`src/rtl/board_pkg.sv`:
```
// Shared cell, opcode and response encodings for the fleet board, plus default sizing.
package board_pkg;

    localparam int DEF_PLAYERS = 2;
    localparam int DEF_BOARD_W = 10;
    localparam int DEF_BOARD_H = 10;
    localparam int DEF_MAX_LEN = 4;
    localparam int DEF_CNT_W   = 7;

    typedef enum logic [1:0] {
        CELL_EMPTY = 2'd0,
        CELL_SHIP  = 2'd1,
        CELL_HIT   = 2'd2,
        CELL_MISS  = 2'd3
    } cell_t;

    typedef enum logic [1:0] {
        OP_PLACE = 2'd0,
        OP_FIRE  = 2'd1,
        OP_CLEAR = 2'd2,
        OP_RSVD  = 2'd3
    } op_t;

    typedef enum logic [2:0] {
        ST_OK          = 3'd0,
        ST_ERR_BOUNDS  = 3'd1,
        ST_ERR_OVERLAP = 3'd2,
        ST_HIT         = 3'd3,
        ST_MISS        = 3'd4,
        ST_REPEAT      = 3'd5,
        ST_ERR_OP      = 3'd6
    } status_t;

    // A single-entry dimension still needs a one-bit index.
    function automatic int clog2_min1(input int n);
        return (n > 1) ? $clog2(n) : 1;
    endfunction

endpackage

```
`src/rtl/board_cell_array.sv`:
```
// Per-player cell storage: one write port, a combinational port for the FSM and a
// registered read-before-write port for the renderer.
module board_cell_array
    import board_pkg::*;
#(
    parameter int PLAYERS = DEF_PLAYERS,
    parameter int BOARD_W = DEF_BOARD_W,
    parameter int BOARD_H = DEF_BOARD_H,
    parameter int PW      = 1,
    parameter int XW      = 4,
    parameter int YW      = 4
) (
    input  logic          clk,
    input  logic          rst,
    input  logic          we,
    input  logic [PW-1:0] wr_player,
    input  logic [XW-1:0] wr_x,
    input  logic [YW-1:0] wr_y,
    input  cell_t         wr_data,
    input  logic [PW-1:0] fsm_player,
    input  logic [XW-1:0] fsm_x,
    input  logic [YW-1:0] fsm_y,
    output cell_t         fsm_cell,
    input  logic [PW-1:0] rd_player,
    input  logic [XW-1:0] rd_x,
    input  logic [YW-1:0] rd_y,
    output cell_t         rd_cell
);

    cell_t mem [PLAYERS][BOARD_H][BOARD_W];

    logic rd_in_range;
    logic fsm_in_range;

    assign rd_in_range  = (int'(rd_player) < PLAYERS) && (int'(rd_x) < BOARD_W) && (int'(rd_y) < BOARD_H);
    assign fsm_in_range = (int'(fsm_player) < PLAYERS) && (int'(fsm_x) < BOARD_W) && (int'(fsm_y) < BOARD_H);

    always_ff @(posedge clk) begin
        if (rst) begin
            for (int p = 0; p < PLAYERS; p++)
                for (int y = 0; y < BOARD_H; y++)
                    for (int x = 0; x < BOARD_W; x++)
                        mem[p][y][x] <= CELL_EMPTY;
            rd_cell <= CELL_EMPTY;
        end else begin
            if (we)
                mem[wr_player][wr_y][wr_x] <= wr_data;
            // Sampling the pre-edge array gives the renderer the old value on a same-cell write.
            rd_cell <= rd_in_range ? mem[rd_player][rd_y][rd_x] : CELL_EMPTY;
        end
    end

    assign fsm_cell = fsm_in_range ? mem[fsm_player][fsm_y][fsm_x] : CELL_EMPTY;

endmodule

```
`src/rtl/fleet_board.sv`:
```
// Multi-player battleship board: serialises PLACE/FIRE/CLEAR commands one cell per cycle
// and keeps per-player remaining-ship-cell counters for the game controller.
module fleet_board
    import board_pkg::*;
#(
    parameter  int PLAYERS = DEF_PLAYERS,
    parameter  int BOARD_W = DEF_BOARD_W,
    parameter  int BOARD_H = DEF_BOARD_H,
    parameter  int MAX_LEN = DEF_MAX_LEN,
    parameter  int CNT_W   = DEF_CNT_W,
    localparam int PW      = clog2_min1(PLAYERS),
    localparam int XW      = clog2_min1(BOARD_W),
    localparam int YW      = clog2_min1(BOARD_H),
    localparam int LW      = clog2_min1(MAX_LEN + 1)
) (
    input  logic                     clk,
    input  logic                     rst,
    input  logic                     cmd_valid,
    output logic                     cmd_ready,
    input  logic [1:0]               cmd_op,
    input  logic [PW-1:0]            cmd_player,
    input  logic [XW-1:0]            cmd_x,
    input  logic [YW-1:0]            cmd_y,
    input  logic [LW-1:0]            cmd_len,
    input  logic                     cmd_vert,
    output logic                     rsp_valid,
    output logic [2:0]               rsp_status,
    input  logic [PW-1:0]            rd_player,
    input  logic [XW-1:0]            rd_x,
    input  logic [YW-1:0]            rd_y,
    output logic [1:0]               rd_cell,
    output logic [PLAYERS*CNT_W-1:0] cells_left,
    output logic [PLAYERS-1:0]       all_sunk
);

    localparam int CELLS = BOARD_W * BOARD_H;
    localparam int SW    = clog2_min1(CELLS);
    localparam logic [CNT_W-1:0] CNT_MAX = '1;

    typedef enum logic [2:0] {
        S_IDLE, S_CHECK, S_WRITE, S_FIRE_RD, S_CLEAR_RUN, S_RESP
    } state_t;

    state_t           state;
    logic [PW-1:0]    lat_p;
    logic [LW-1:0]    lat_len;
    logic             lat_vert;
    logic [XW-1:0]    org_x, cur_x;
    logic [YW-1:0]    org_y, cur_y;
    logic [SW-1:0]    step;
    status_t          pend_status;
    logic [CNT_W-1:0] left_q [PLAYERS];
    logic [PLAYERS-1:0] armed;

    logic             we;
    cell_t            wr_data;
    cell_t            fsm_cell;
    cell_t            rd_cell_t;
    logic             bounds_err;
    logic             last_step;
    logic [CNT_W:0]   sum_place;

    board_cell_array #(
        .PLAYERS (PLAYERS),
        .BOARD_W (BOARD_W),
        .BOARD_H (BOARD_H),
        .PW      (PW),
        .XW      (XW),
        .YW      (YW)
    ) u_cells (
        .clk        (clk),
        .rst        (rst),
        .we         (we),
        .wr_player  (lat_p),
        .wr_x       (cur_x),
        .wr_y       (cur_y),
        .wr_data    (wr_data),
        .fsm_player (lat_p),
        .fsm_x      (cur_x),
        .fsm_y      (cur_y),
        .fsm_cell   (fsm_cell),
        .rd_player  (rd_player),
        .rd_x       (rd_x),
        .rd_y       (rd_y),
        .rd_cell    (rd_cell_t)
    );

    assign rd_cell   = rd_cell_t;
    assign cmd_ready = (state == S_IDLE);

    // Ship-length checks only matter for PLACE; the coordinate checks guard every op.
    always_comb begin
        bounds_err = (int'(cmd_x) >= BOARD_W) || (int'(cmd_y) >= BOARD_H) ||
                     (int'(cmd_player) >= PLAYERS);
        if (op_t'(cmd_op) == OP_PLACE) begin
            if (cmd_len == '0 || int'(cmd_len) > MAX_LEN)
                bounds_err = 1'b1;
            else if (cmd_vert && (int'(cmd_y) + int'(cmd_len) > BOARD_H))
                bounds_err = 1'b1;
            else if (!cmd_vert && (int'(cmd_x) + int'(cmd_len) > BOARD_W))
                bounds_err = 1'b1;
        end
    end

    assign last_step = (state == S_CLEAR_RUN) ? (int'(step) == CELLS - 1)
                                              : (int'(step) == int'(lat_len) - 1);
    assign sum_place = {1'b0, left_q[lat_p]} + (CNT_W+1)'(lat_len);

    always_comb begin
        we      = 1'b0;
        wr_data = CELL_EMPTY;
        case (state)
            S_WRITE: begin
                we      = 1'b1;
                wr_data = CELL_SHIP;
            end
            S_FIRE_RD: begin
                we      = (fsm_cell == CELL_EMPTY) || (fsm_cell == CELL_SHIP);
                wr_data = (fsm_cell == CELL_EMPTY) ? CELL_MISS : CELL_HIT;
            end
            S_CLEAR_RUN: we = 1'b1;
            default: ;
        endcase
    end

    always_comb begin
        cells_left = '0;
        all_sunk   = '0;
        for (int p = 0; p < PLAYERS; p++) begin
            cells_left[p*CNT_W +: CNT_W] = left_q[p];
            all_sunk[p] = (left_q[p] == '0) && armed[p];
        end
    end

    always_ff @(posedge clk) begin
        if (rst) begin
            state       <= S_IDLE;
            lat_p       <= '0;
            lat_len     <= '0;
            lat_vert    <= 1'b0;
            org_x       <= '0;
            org_y       <= '0;
            cur_x       <= '0;
            cur_y       <= '0;
            step        <= '0;
            pend_status <= ST_OK;
            rsp_valid   <= 1'b0;
            rsp_status  <= ST_OK;
            armed       <= '0;
            for (int p = 0; p < PLAYERS; p++)
                left_q[p] <= '0;
        end else begin
            rsp_valid <= 1'b0;
            case (state)
                S_IDLE: if (cmd_valid) begin
                    lat_p    <= cmd_player;
                    lat_len  <= cmd_len;
                    lat_vert <= cmd_vert;
                    org_x    <= cmd_x;
                    org_y    <= cmd_y;
                    cur_x    <= cmd_x;
                    cur_y    <= cmd_y;
                    step     <= '0;
                    if (op_t'(cmd_op) == OP_RSVD) begin
                        pend_status <= ST_ERR_OP;
                        state       <= S_RESP;
                    end else if (bounds_err) begin
                        pend_status <= ST_ERR_BOUNDS;
                        state       <= S_RESP;
                    end else begin
                        case (op_t'(cmd_op))
                            OP_PLACE: state <= S_CHECK;
                            OP_FIRE:  state <= S_FIRE_RD;
                            default: begin
                                cur_x <= '0;
                                cur_y <= '0;
                                state <= S_CLEAR_RUN;
                            end
                        endcase
                    end
                end
                S_CHECK: begin
                    if (fsm_cell != CELL_EMPTY) begin
                        pend_status <= ST_ERR_OVERLAP;
                        state       <= S_RESP;
                    end else if (last_step) begin
                        cur_x <= org_x;
                        cur_y <= org_y;
                        step  <= '0;
                        state <= S_WRITE;
                    end else begin
                        if (lat_vert) cur_y <= cur_y + YW'(1);
                        else          cur_x <= cur_x + XW'(1);
                        step <= step + SW'(1);
                    end
                end
                S_WRITE: begin
                    if (last_step) begin
                        left_q[lat_p] <= sum_place[CNT_W] ? CNT_MAX : sum_place[CNT_W-1:0];
                        armed[lat_p]  <= 1'b1;
                        pend_status   <= ST_OK;
                        state         <= S_RESP;
                    end else begin
                        if (lat_vert) cur_y <= cur_y + YW'(1);
                        else          cur_x <= cur_x + XW'(1);
                        step <= step + SW'(1);
                    end
                end
                S_FIRE_RD: begin
                    case (fsm_cell)
                        CELL_EMPTY: pend_status <= ST_MISS;
                        CELL_SHIP: begin
                            pend_status <= ST_HIT;
                            if (left_q[lat_p] != '0)
                                left_q[lat_p] <= left_q[lat_p] - CNT_W'(1);
                        end
                        default: pend_status <= ST_REPEAT;
                    endcase
                    state <= S_RESP;
                end
                S_CLEAR_RUN: begin
                    if (last_step) begin
                        left_q[lat_p] <= '0;
                        armed[lat_p]  <= 1'b0;
                        pend_status   <= ST_OK;
                        state         <= S_RESP;
                    end else begin
                        if (int'(cur_x) == BOARD_W - 1) begin
                            cur_x <= '0;
                            cur_y <= cur_y + YW'(1);
                        end else begin
                            cur_x <= cur_x + XW'(1);
                        end
                        step <= step + SW'(1);
                    end
                end
                S_RESP: begin
                    rsp_valid  <= 1'b1;
                    rsp_status <= pend_status;
                    state      <= S_IDLE;
                end
                default: state <= S_IDLE;
            endcase
        end
    end

endmodule

```
`config.mk`:
```
export PLATFORM = sky130hd
export DESIGN_NAME = fleet_board
export DESIGN_NICKNAME = d
export VERILOG_FILES = /design/src/rtl/board_pkg.sv /design/src/rtl/board_cell_array.sv /design/src/rtl/fleet_board.sv
export SDC_FILE = /design/constraint.sdc
export NUM_CORES = 1
export LEC_CHECK = 0
export CAP_MARGIN = 20
export CORE_ASPECT_RATIO = 1.5
export CORE_UTILIZATION = 55
export DETAILED_ROUTE_END_ITERATION = 12
export PLACE_DENSITY = 0.77
export SYNTH_ARGS = -nofsm -noshare
export SYNTH_HDL_FRONTEND = slang
export SYNTH_HIERARCHICAL = 1
export SYNTH_SLANG_ARGS = --single-unit
export TNS_END_PERCENT = 5
```
`constraint.sdc`:
```
create_clock -name clk -period 22.7 [get_ports clk]
set_input_delay 6.81 -clock clk [delete_from_list [all_inputs] [get_ports clk]]
set_output_delay 6.81 -clock clk [all_outputs]
set_load 0.01 [all_outputs]
```
==> summary.md, run 1 <==
| Metric | Value |
|---|---|
| Run status | finished clean |
| Mapped Avg Cell Area | 12.28 um^2 |
| Per-cell via count in the routed design | 7.435 |
| Count of unique library cells instantiated by Yosys | 95 |
| Ports placed on the boundary | 50 |
| Number of buffers created by CTS | 42 |
| Skew-Pair Late Insertion Delay | 580 ps |
| Weighted congestion at the end of routability-driven global placement | 1.072 |
| Signal arrival time at the worst endpoint | 11800 ps |
| Worst-path maximum fanout | 204 |
| Post-synthesis instance area | 28030 um^2 |
| Cts-stage hold buffer count | 0 |
| Number of storage elements in the synthesis netlist | 457 |
| Fraction of layout instances using a drive strength above 1 | 19.14% |
| DRT iter0 DRCs | 2887 |
| Capture point of the worst path | u_cells/mem[1][64]$_DFFE_PP_ |
| Clock root cell | sky130_fd_sc_hd__clkbuf_16 |
| Storage cell area | 13300 um^2 |
| Starting utilization of the core area | 55.59% |
| Number of iterations in the first detailed-routing pass | 9 |
| Main flop type after synthesis | sky130_fd_sc_hd__edfxtp_1 |
| Port Buffers | 49 |
| Synthesized instance count | 2283 |
| Total count of max-transition violations in the final report | 0 |
| Ant diodes | 0 |
| Via total after detailed routing | 21680 |
| Pin count of the biggest net entering global routing | 205 |
| Transition time at the pin with the least slew margin | 1329 ps |
| Critical setup path kind | primary input to register |
| Height of the die | 278.5 um |
| Worst slew margin relative to its limit | 10.73% |
| Post-synth net total | 2329 |
| Met1 Track Usage GR | 37.33% |
| Final Power | 2.826 mW |
| Minimum clock period after layout | 11560 ps |
| Crit path launch | rst |
| Sequential area share after synthesis | 47.43% |
| # setup viols final | 0 |
| Warnings, synthesis | 6 |
| GRT overflow | 0 |
| IR drop worst, VDD | 0.0001048 V |
| H-tree lvl count | 2 |
| Worst r2r path cells | 18 |
| Critical path startpoint category | primary input |
| DRC viols | 0 |
| Routed wire length | 90790 um |
| Number of antenna violations at the first check in global routing | 1 |
| Average wire length per cell after detail routing | 31.13 um |
| Dpl hpwl | 60040 um |
| Die footprint | 51890 um^2 |
| GR met2 Demand/Resource | 58.54% |
| Summed area of non-filler cells in the final layout | 30170 um^2 |
| Max Clock Skew | 23.77 ps |
| Placed instance area | 28730 um^2 |
| Number of max-capacitance violations reported | 0 |
| Power per Cell Area | 93.69 nW/um^2 |
| Worst hold margin | 457.9 ps |
| Wire length of the first global-routing pass | 133000 um |
| Post-synth EDFFs | 414 |
| Global routing usage on met3 | 7.011% |
| Cts repair resizes | 0 |
| TritonCTS clock tree | built |
| Critical path required time | 22950 ps |
| Total routing resource utilization after global routing | 34.51% |
| Core Rows | 101 |
| Period Utilization, post-route | 50.92% |
| Highest attainable clock frequency | 86.52 MHz |
| Post-Route Setup TNS | 0 ps |
| Launch point of the worst reg-to-reg path | lat_p$_SDFFE_PP0P_ |
| ANT nets after route | 0 |
| Die X-Extent | 186.3 um |
| Growth of design area from synthesis to finish | 7.634% |
| Hold Vio Cnt, Final | 0 |
| GRT busiest layer | met2 |
| FF-to-FF End | u_cells/mem[1][64]$_DFFE_PP_ |
| Vias in the first global route | 21440 |
| Clock Sink Count | 457 |
| Area taken by multi-input logic gates | 13590 um^2 |
| Dpl ws | 10600 ps |
| Clock-pin transition on the worst setup and hold timing paths | 70 ps |
| Fill count | 3851 |
| Asr flop ratio synth | 0% |
| Worst reg-to-reg setup slack | 12980 ps |
| Max Buffers Root-to-Sink | 3 |
| Nets | 2261 |
| Leak | 9.452 nW |
| CORE AREA | 50420 um^2 |
| Post-CTS setup repair buffer count | 0 |
| Class of the tightest hold or removal check | register to register |
| Setup repair after global routing missed its margin | false |
| Final setup slack of the worst path | 11140 ps |
| Setup crit end kind | register |
[layer usage]
layer | vias up | wire, um
li1 | 8936 | -
met1 | 10730 | 28530
met2 | 1528 | 44440
met3 | 481 | 9207
met4 | 2 | 8601
met5 | - | 13
[cells in the final DEF (no fill, tap or decap), types with 42 or more instances in the layout]
| master | count |
|---|---|
| sky130_fd_sc_hd__nor3_1 | 44 |
| sky130_fd_sc_hd__clkdlybuf4s50_1 | 45 |
| sky130_fd_sc_hd__nand2_1 | 199 |
| sky130_fd_sc_hd__nor2_1 | 100 |
| sky130_fd_sc_hd__mux2i_1 | 61 |
| sky130_fd_sc_hd__clkbuf_16 | 42 |
| sky130_fd_sc_hd__buf_4 | 53 |
| sky130_fd_sc_hd__a211oi_2 | 48 |
| sky130_fd_sc_hd__edfxtp_1 | 414 |
| sky130_fd_sc_hd__nand2b_1 | 135 |
| sky130_fd_sc_hd__o21bai_1 | 101 |
| sky130_fd_sc_hd__a21oi_1 | 76 |
| sky130_fd_sc_hd__a211oi_1 | 175 |
| sky130_fd_sc_hd__mux4_2 | 174 |
[registers in the layout, summed over array words and instances (netlist names), 3 cells and up, named ones only]
signal / count
rsp_status: 3
org_x: 4
state: 3
u_cells/mem: 400
step: 7
pend_status: 3
lat_len: 3
org_y: 4
left_q: 14
cur_x: 4
cur_y: 4
[per-stage QoR]
stage	utilization (%)	instances
final	59.83	2916
after detailed placement	56.98	2836
after global routing	59.83	2916
after CTS	59.70	2912
after floorplan	-	2283
after global placement	56.98	2836
[cells in the mapped netlist (26+ instances only)]
master,instances,area [um^2]
sky130_fd_sc_hd__edfxtp_1,414,12430
sky130_fd_sc_hd__nand2_1,199,747.0
sky130_fd_sc_hd__a211oi_1,175,1314
sky130_fd_sc_hd__mux4_2,174,3919
sky130_fd_sc_hd__nand2b_1,135,844.6
sky130_fd_sc_hd__clkbuf_1,109,409.1
sky130_fd_sc_hd__nor2_1,105,394.1
sky130_fd_sc_hd__o21bai_1,101,758.2
sky130_fd_sc_hd__a21oi_1,78,390.4
sky130_fd_sc_hd__mux2i_1,61,610.6
sky130_fd_sc_hd__buf_2,53,265.3
sky130_fd_sc_hd__a211oi_2,48,600.6
sky130_fd_sc_hd__nor3_1,44,220.2
sky130_fd_sc_hd__dfxtp_1,43,860.8
sky130_fd_sc_hd__nor2b_1,33,206.5
sky130_fd_sc_hd__o21ai_0,31,155.2
sky130_fd_sc_hd__mux2_2,30,337.8
sky130_fd_sc_hd__nand3_1,30,150.1
sky130_fd_sc_hd__inv_1,27,101.4
sky130_fd_sc_hd__buf_6,26,292.8
[how the worst min path moves through the flow]
stage | startpoint | endpoint | slack [ps] | cells past startpoint
global placement | rsp_status[0]$_SDFFE_PP0P_ | rsp_status[0]$_SDFFE_PP0P_ | 450 | 2
CTS | rsp_status[2]$_SDFFE_PP0P_ | rsp_status[2]$_SDFFE_PP0P_ | 460 | 2
global route | rsp_status[2]$_SDFFE_PP0P_ | rsp_status[2]$_SDFFE_PP0P_ | 500 | 2
finish | rsp_status[2]$_SDFFE_PP0P_ | rsp_status[2]$_SDFFE_PP0P_ | 460 | 2
floorplan | org_y[1]$_SDFFE_PP0P_ | org_y[1]$_SDFFE_PP0P_ | 440 | 2
detailed placement | rsp_status[2]$_SDFFE_PP0P_ | rsp_status[2]$_SDFFE_PP0P_ | 450 | 2
[cell type report]
class	count	share of cell area (%)
multi-input combinational	1580	45.05
sequential	457	44.09
clock buffer	46	3.534
timing repair buffer	105	3.169
tap	669	2.775
clock inverter	30	0.9995
inverter	29	0.3774
[where the power goes]
group	internal (mW)	switching [mW]	total [mW]	leakage, nW
Sequential	0.969	0.0728	1.04	4.63
Combinational	0.336	0.729	1.06	4.17
Clock	0.399	0.322	0.720	0.652
[critical path, cell delays in order]
cell,delay (ps)
sky130_fd_sc_hd__buf_6,170
sky130_fd_sc_hd__nand4bb_1,670
sky130_fd_sc_hd__nor2_1,940
sky130_fd_sc_hd__o32ai_1,150
sky130_fd_sc_hd__o32ai_1,450
sky130_fd_sc_hd__a2111oi_4,140
sky130_fd_sc_hd__buf_12,290
sky130_fd_sc_hd__a21oi_4,910
sky130_fd_sc_hd__buf_4,740
[logic make-up (layout without fill, tap and decap cells)]
family,after synthesis,after routing,synth area share [%]
simple gates,657,657,12.26
compound gates,615,615,16.98
flops,457,457,47.43
mux,265,265,17.37
buf+inv,246,210,4.294
xor+xnor,24,24,0.7500
fa+ha+maj,19,19,0.9285
Power figures use the tool's default switching activity.
==> run 2, diff against run 1 <==
- clock period: 22.7 -> 11.05 ns (I/O delays scaled with it)
==> summary.md, run 2 (synthesized netlist as in run 1, its figures left out) <==
| Metric | Value |
|---|---|
| Total count of max-transition violations in the final report | 0 (unchanged) |
| DRC viols | 0 (unchanged) |
| Routed wire length | 92700 um (was 90790 um) |
| Die X-Extent | 186.3 um (unchanged) |
| ANT nets after route | 0 (unchanged) |
| GRT overflow | 0 (unchanged) |
| Setup crit end kind | register (unchanged) |
| Cts repair resizes | 0 (unchanged) |
| H-tree lvl count | 2 (unchanged) |
| TritonCTS clock tree | built (unchanged) |
| Highest attainable clock frequency | 128.6 MHz |
| Height of the die | 278.5 um (unchanged) |
| IR drop worst, VDD | 0.0002192 V (was 0.0001048 V) |
| Skew-Pair Late Insertion Delay | 580 ps (about the same) |
| Worst slew margin relative to its limit | 14.46% (was 10.73%) |
| Number of iterations in the first detailed-routing pass | 8 (was 9) |
| Most frequent cells in the layout | sky130_fd_sc_hd__edfxtp_1 (414), sky130_fd_sc_hd__nand2_1 (199), sky130_fd_sc_hd__a211oi_1 (175) (unchanged) |
| Die footprint | 51890 um^2 (unchanged) |
| Number of antenna violations at the first check in global routing | 2 (was 1) |
| Growth of design area from synthesis to finish | 7.817% (was 7.634%) |
| Number of buffers created by CTS | 44 (was 42) |
| Starting utilization of the core area | 55.59% (unchanged) |
| Period Utilization, post-route | 70.35% |
| Post-Route Setup TNS | 0 ps (unchanged) |
| Proportion of power drawn by the clock network | 25.7% (was 25.5%) |
| Pin count of the biggest net entering global routing | 204 (was 205) |
| Max Buffers Root-to-Sink | 3 (unchanged) |
| Combinational Power Share | 37.2% (was 37.7%) |
| Commonest non-fill, non-tap cell in the layout | sky130_fd_sc_hd__edfxtp_1 (unchanged) |
| Clock-pin transition on the worst setup and hold timing paths | 70 ps (about the same) |
| Largest regs | u_cells/mem (400), left_q (14), step (7) (unchanged) |
| Fraction of power spent switching nets | 39.35% (was 39.74%) |
| Hold Vio Cnt, Final | 0 (unchanged) |
| Power per Cell Area | 192.9 nW/um^2 (was 93.69 nW/um^2) |
| Leak | 9.480 nW (was 9.452 nW) |
| Dpl hpwl | 61830 um (was 60040 um) |
| Setup repair after global routing missed its margin | false (unchanged) |
| Vias in the first global route | 21260 (was 21440) |
| Critical setup path kind | register to register (was primary input to register) |
| Final Power | 5.828 mW (was 2.826 mW) |
| Critical path required time | 11300 ps (was 22950 ps) |
| Signal arrival time at the worst endpoint | 8020 ps (was 11800 ps) |
| Run status | finished clean (unchanged) |
| Weighted congestion at the end of routability-driven global placement | 1.003 (was 1.072) |
| Register ranked first by flip-flop count | u_cells/mem (unchanged) |
| Minimum clock period after layout | 7773 ps |
| Clock root cell | sky130_fd_sc_hd__clkbuf_16 (unchanged) |
| Number of max-capacitance violations reported | 0 (unchanged) |
| Cts-stage hold buffer count | 0 (unchanged) |
| Worst-path maximum fanout | 203 (was 204) |
| Ports placed on the boundary | 50 (unchanged) |
| Fraction of layout instances using a drive strength above 1 | 19.06% (was 19.14%) |
| DRT iter0 DRCs | 2838 (was 2887) |
| Core Rows | 101 (unchanged) |
| Wire length of the first global-routing pass | 136000 um (was 133000 um) |
| P_int | 3.535 mW (was 1.703 mW) |
| Sequential share of power | 37.0% (was 36.9%) |
| Critical path startpoint category | register (was primary input) |
| Total routing resource utilization after global routing | 35.49% (was 34.51%) |
| Max Clock Skew | 38.03 ps (was 23.77 ps) |
| Fill count | 3903 (was 3851) |
| Post-CTS setup repair buffer count | 0 (unchanged) |
| Per-cell via count in the routed design | 7.337 (was 7.435) |
| Switching power | 2.293 mW (was 1.123 mW) |
| Nets | 2263 (was 2261) |
| Clock Sink Count | 457 (unchanged) |
| Flip-flop count of the largest register after layout | 400 (unchanged) |
| Port Buffers | 49 (unchanged) |
| Via total after detailed routing | 21400 (was 21680) |
| Transition time at the pin with the least slew margin | 1283 ps (was 1329 ps) |
| Average wire length per cell after detail routing | 31.79 um (was 31.13 um) |
| # setup viols final | 0 (unchanged) |
| CORE AREA | 50420 um^2 (unchanged) |
| Class of the tightest hold or removal check | register to register (unchanged) |
==> run 2: cell types whose count changed in the layout (fill, tap and decap cells not counted), sizes merged <==
cell / before / now
dlymetal6s2s: 1 / 0
diode: 0 / 2
inv: 31 / 30
clkbuf: 46 / 53
buf: 59 / 60
clkinvlp: 6 / 1
clkinv: 17 / 14
==> run 2: worst paths after layout <==
check / startpoint / endpoint / slack (ps) / cells past startpoint
hold / removal: rsp_status[1]$_SDFFE_PP0P_ / rsp_status[1]$_SDFFE_PP0P_ / 460 / 2
setup reg to reg: cur_y[0]$_SDFFE_PP0P_ / u_cells/mem[1][112]$_DFFE_PP_ / 3280 / 17
setup / recovery: cur_y[0]$_SDFFE_PP0P_ / u_cells/mem[1][112]$_DFFE_PP_ / 3280 / 17
hold reg to reg: rsp_status[1]$_SDFFE_PP0P_ / rsp_status[1]$_SDFFE_PP0P_ / 460 / 2
==> run 2: metrics by stage <==
step                      utilization (%)  setup slack [ps]  instances  hold WS (ps)  instance area, um^2
after floorplan                         -              2547       2283         435.7                28030
after global placement              57.09              3372       2837         445.3                28790
after detailed placement            57.15              3195       2839         449.2                28810
after CTS                           59.90              3406       2913         458.3                30200
after global routing                59.92              3059       2914         481.5                30210
final                               59.93              3277       2916         455.8                30220
==> run 2: layout make-up <==
cell class	count	area [um^2]	share of cell area, %
well taps	669	837.1	2.770
clock inverters	21	232.7	0.7701
repair buffers	105	972.2	3.217
diodes	2	5.005	0.01656
multi-input cells	1580	13600	45.01
flip-flops and latches	457	13300	44.02
inverters	29	113.9	0.3768
clock buffers	53	1156	3.826
==> run 2: power by group through the flow <==
stage / registers [mW] / clock network (mW) / logic [mW]
final: 2.16 / 1.50 / 2.17
after detailed placement: 2.19 / 0 / 2.08
after global placement: 2.18 / 0 / 2.05
after CTS: 2.15 / 1.51 / 2.09
after floorplan: 2.09 / 0 / 1.54
after global routing: 2.17 / 1.57 / 2.24
==> run 2: worst max-delay path, stage by stage (launching register included) <==
cell                        delay [ps]
sky130_fd_sc_hd__dfxtp_4           770
sky130_fd_sc_hd__buf_12            540
sky130_fd_sc_hd__mux4_2            410
sky130_fd_sc_hd__a22o_1            330
sky130_fd_sc_hd__a2111oi_0         640
sky130_fd_sc_hd__o2111a_1          350
sky130_fd_sc_hd__o22ai_1           160
sky130_fd_sc_hd__nand2_1           100
sky130_fd_sc_hd__nand2_1            90
sky130_fd_sc_hd__nand2_1           170
sky130_fd_sc_hd__nand4bb_1         520
sky130_fd_sc_hd__nor2_1            930
sky130_fd_sc_hd__o32ai_1           160
sky130_fd_sc_hd__o32ai_1           450
sky130_fd_sc_hd__a2111oi_4         170
sky130_fd_sc_hd__buf_12            330
sky130_fd_sc_hd__a21oi_4           310
sky130_fd_sc_hd__buf_4             590
==> run 2: per-layer routing <==
metal  part of all wire (%)  GRT usage, %  up-vias
met4                    8.8         26.85        2
met1                     32         39.34    10640
met5                  0.011             0        -
met2                     49         60.50     1436
met3                    9.7         6.759      380
li1                       -             -     8943
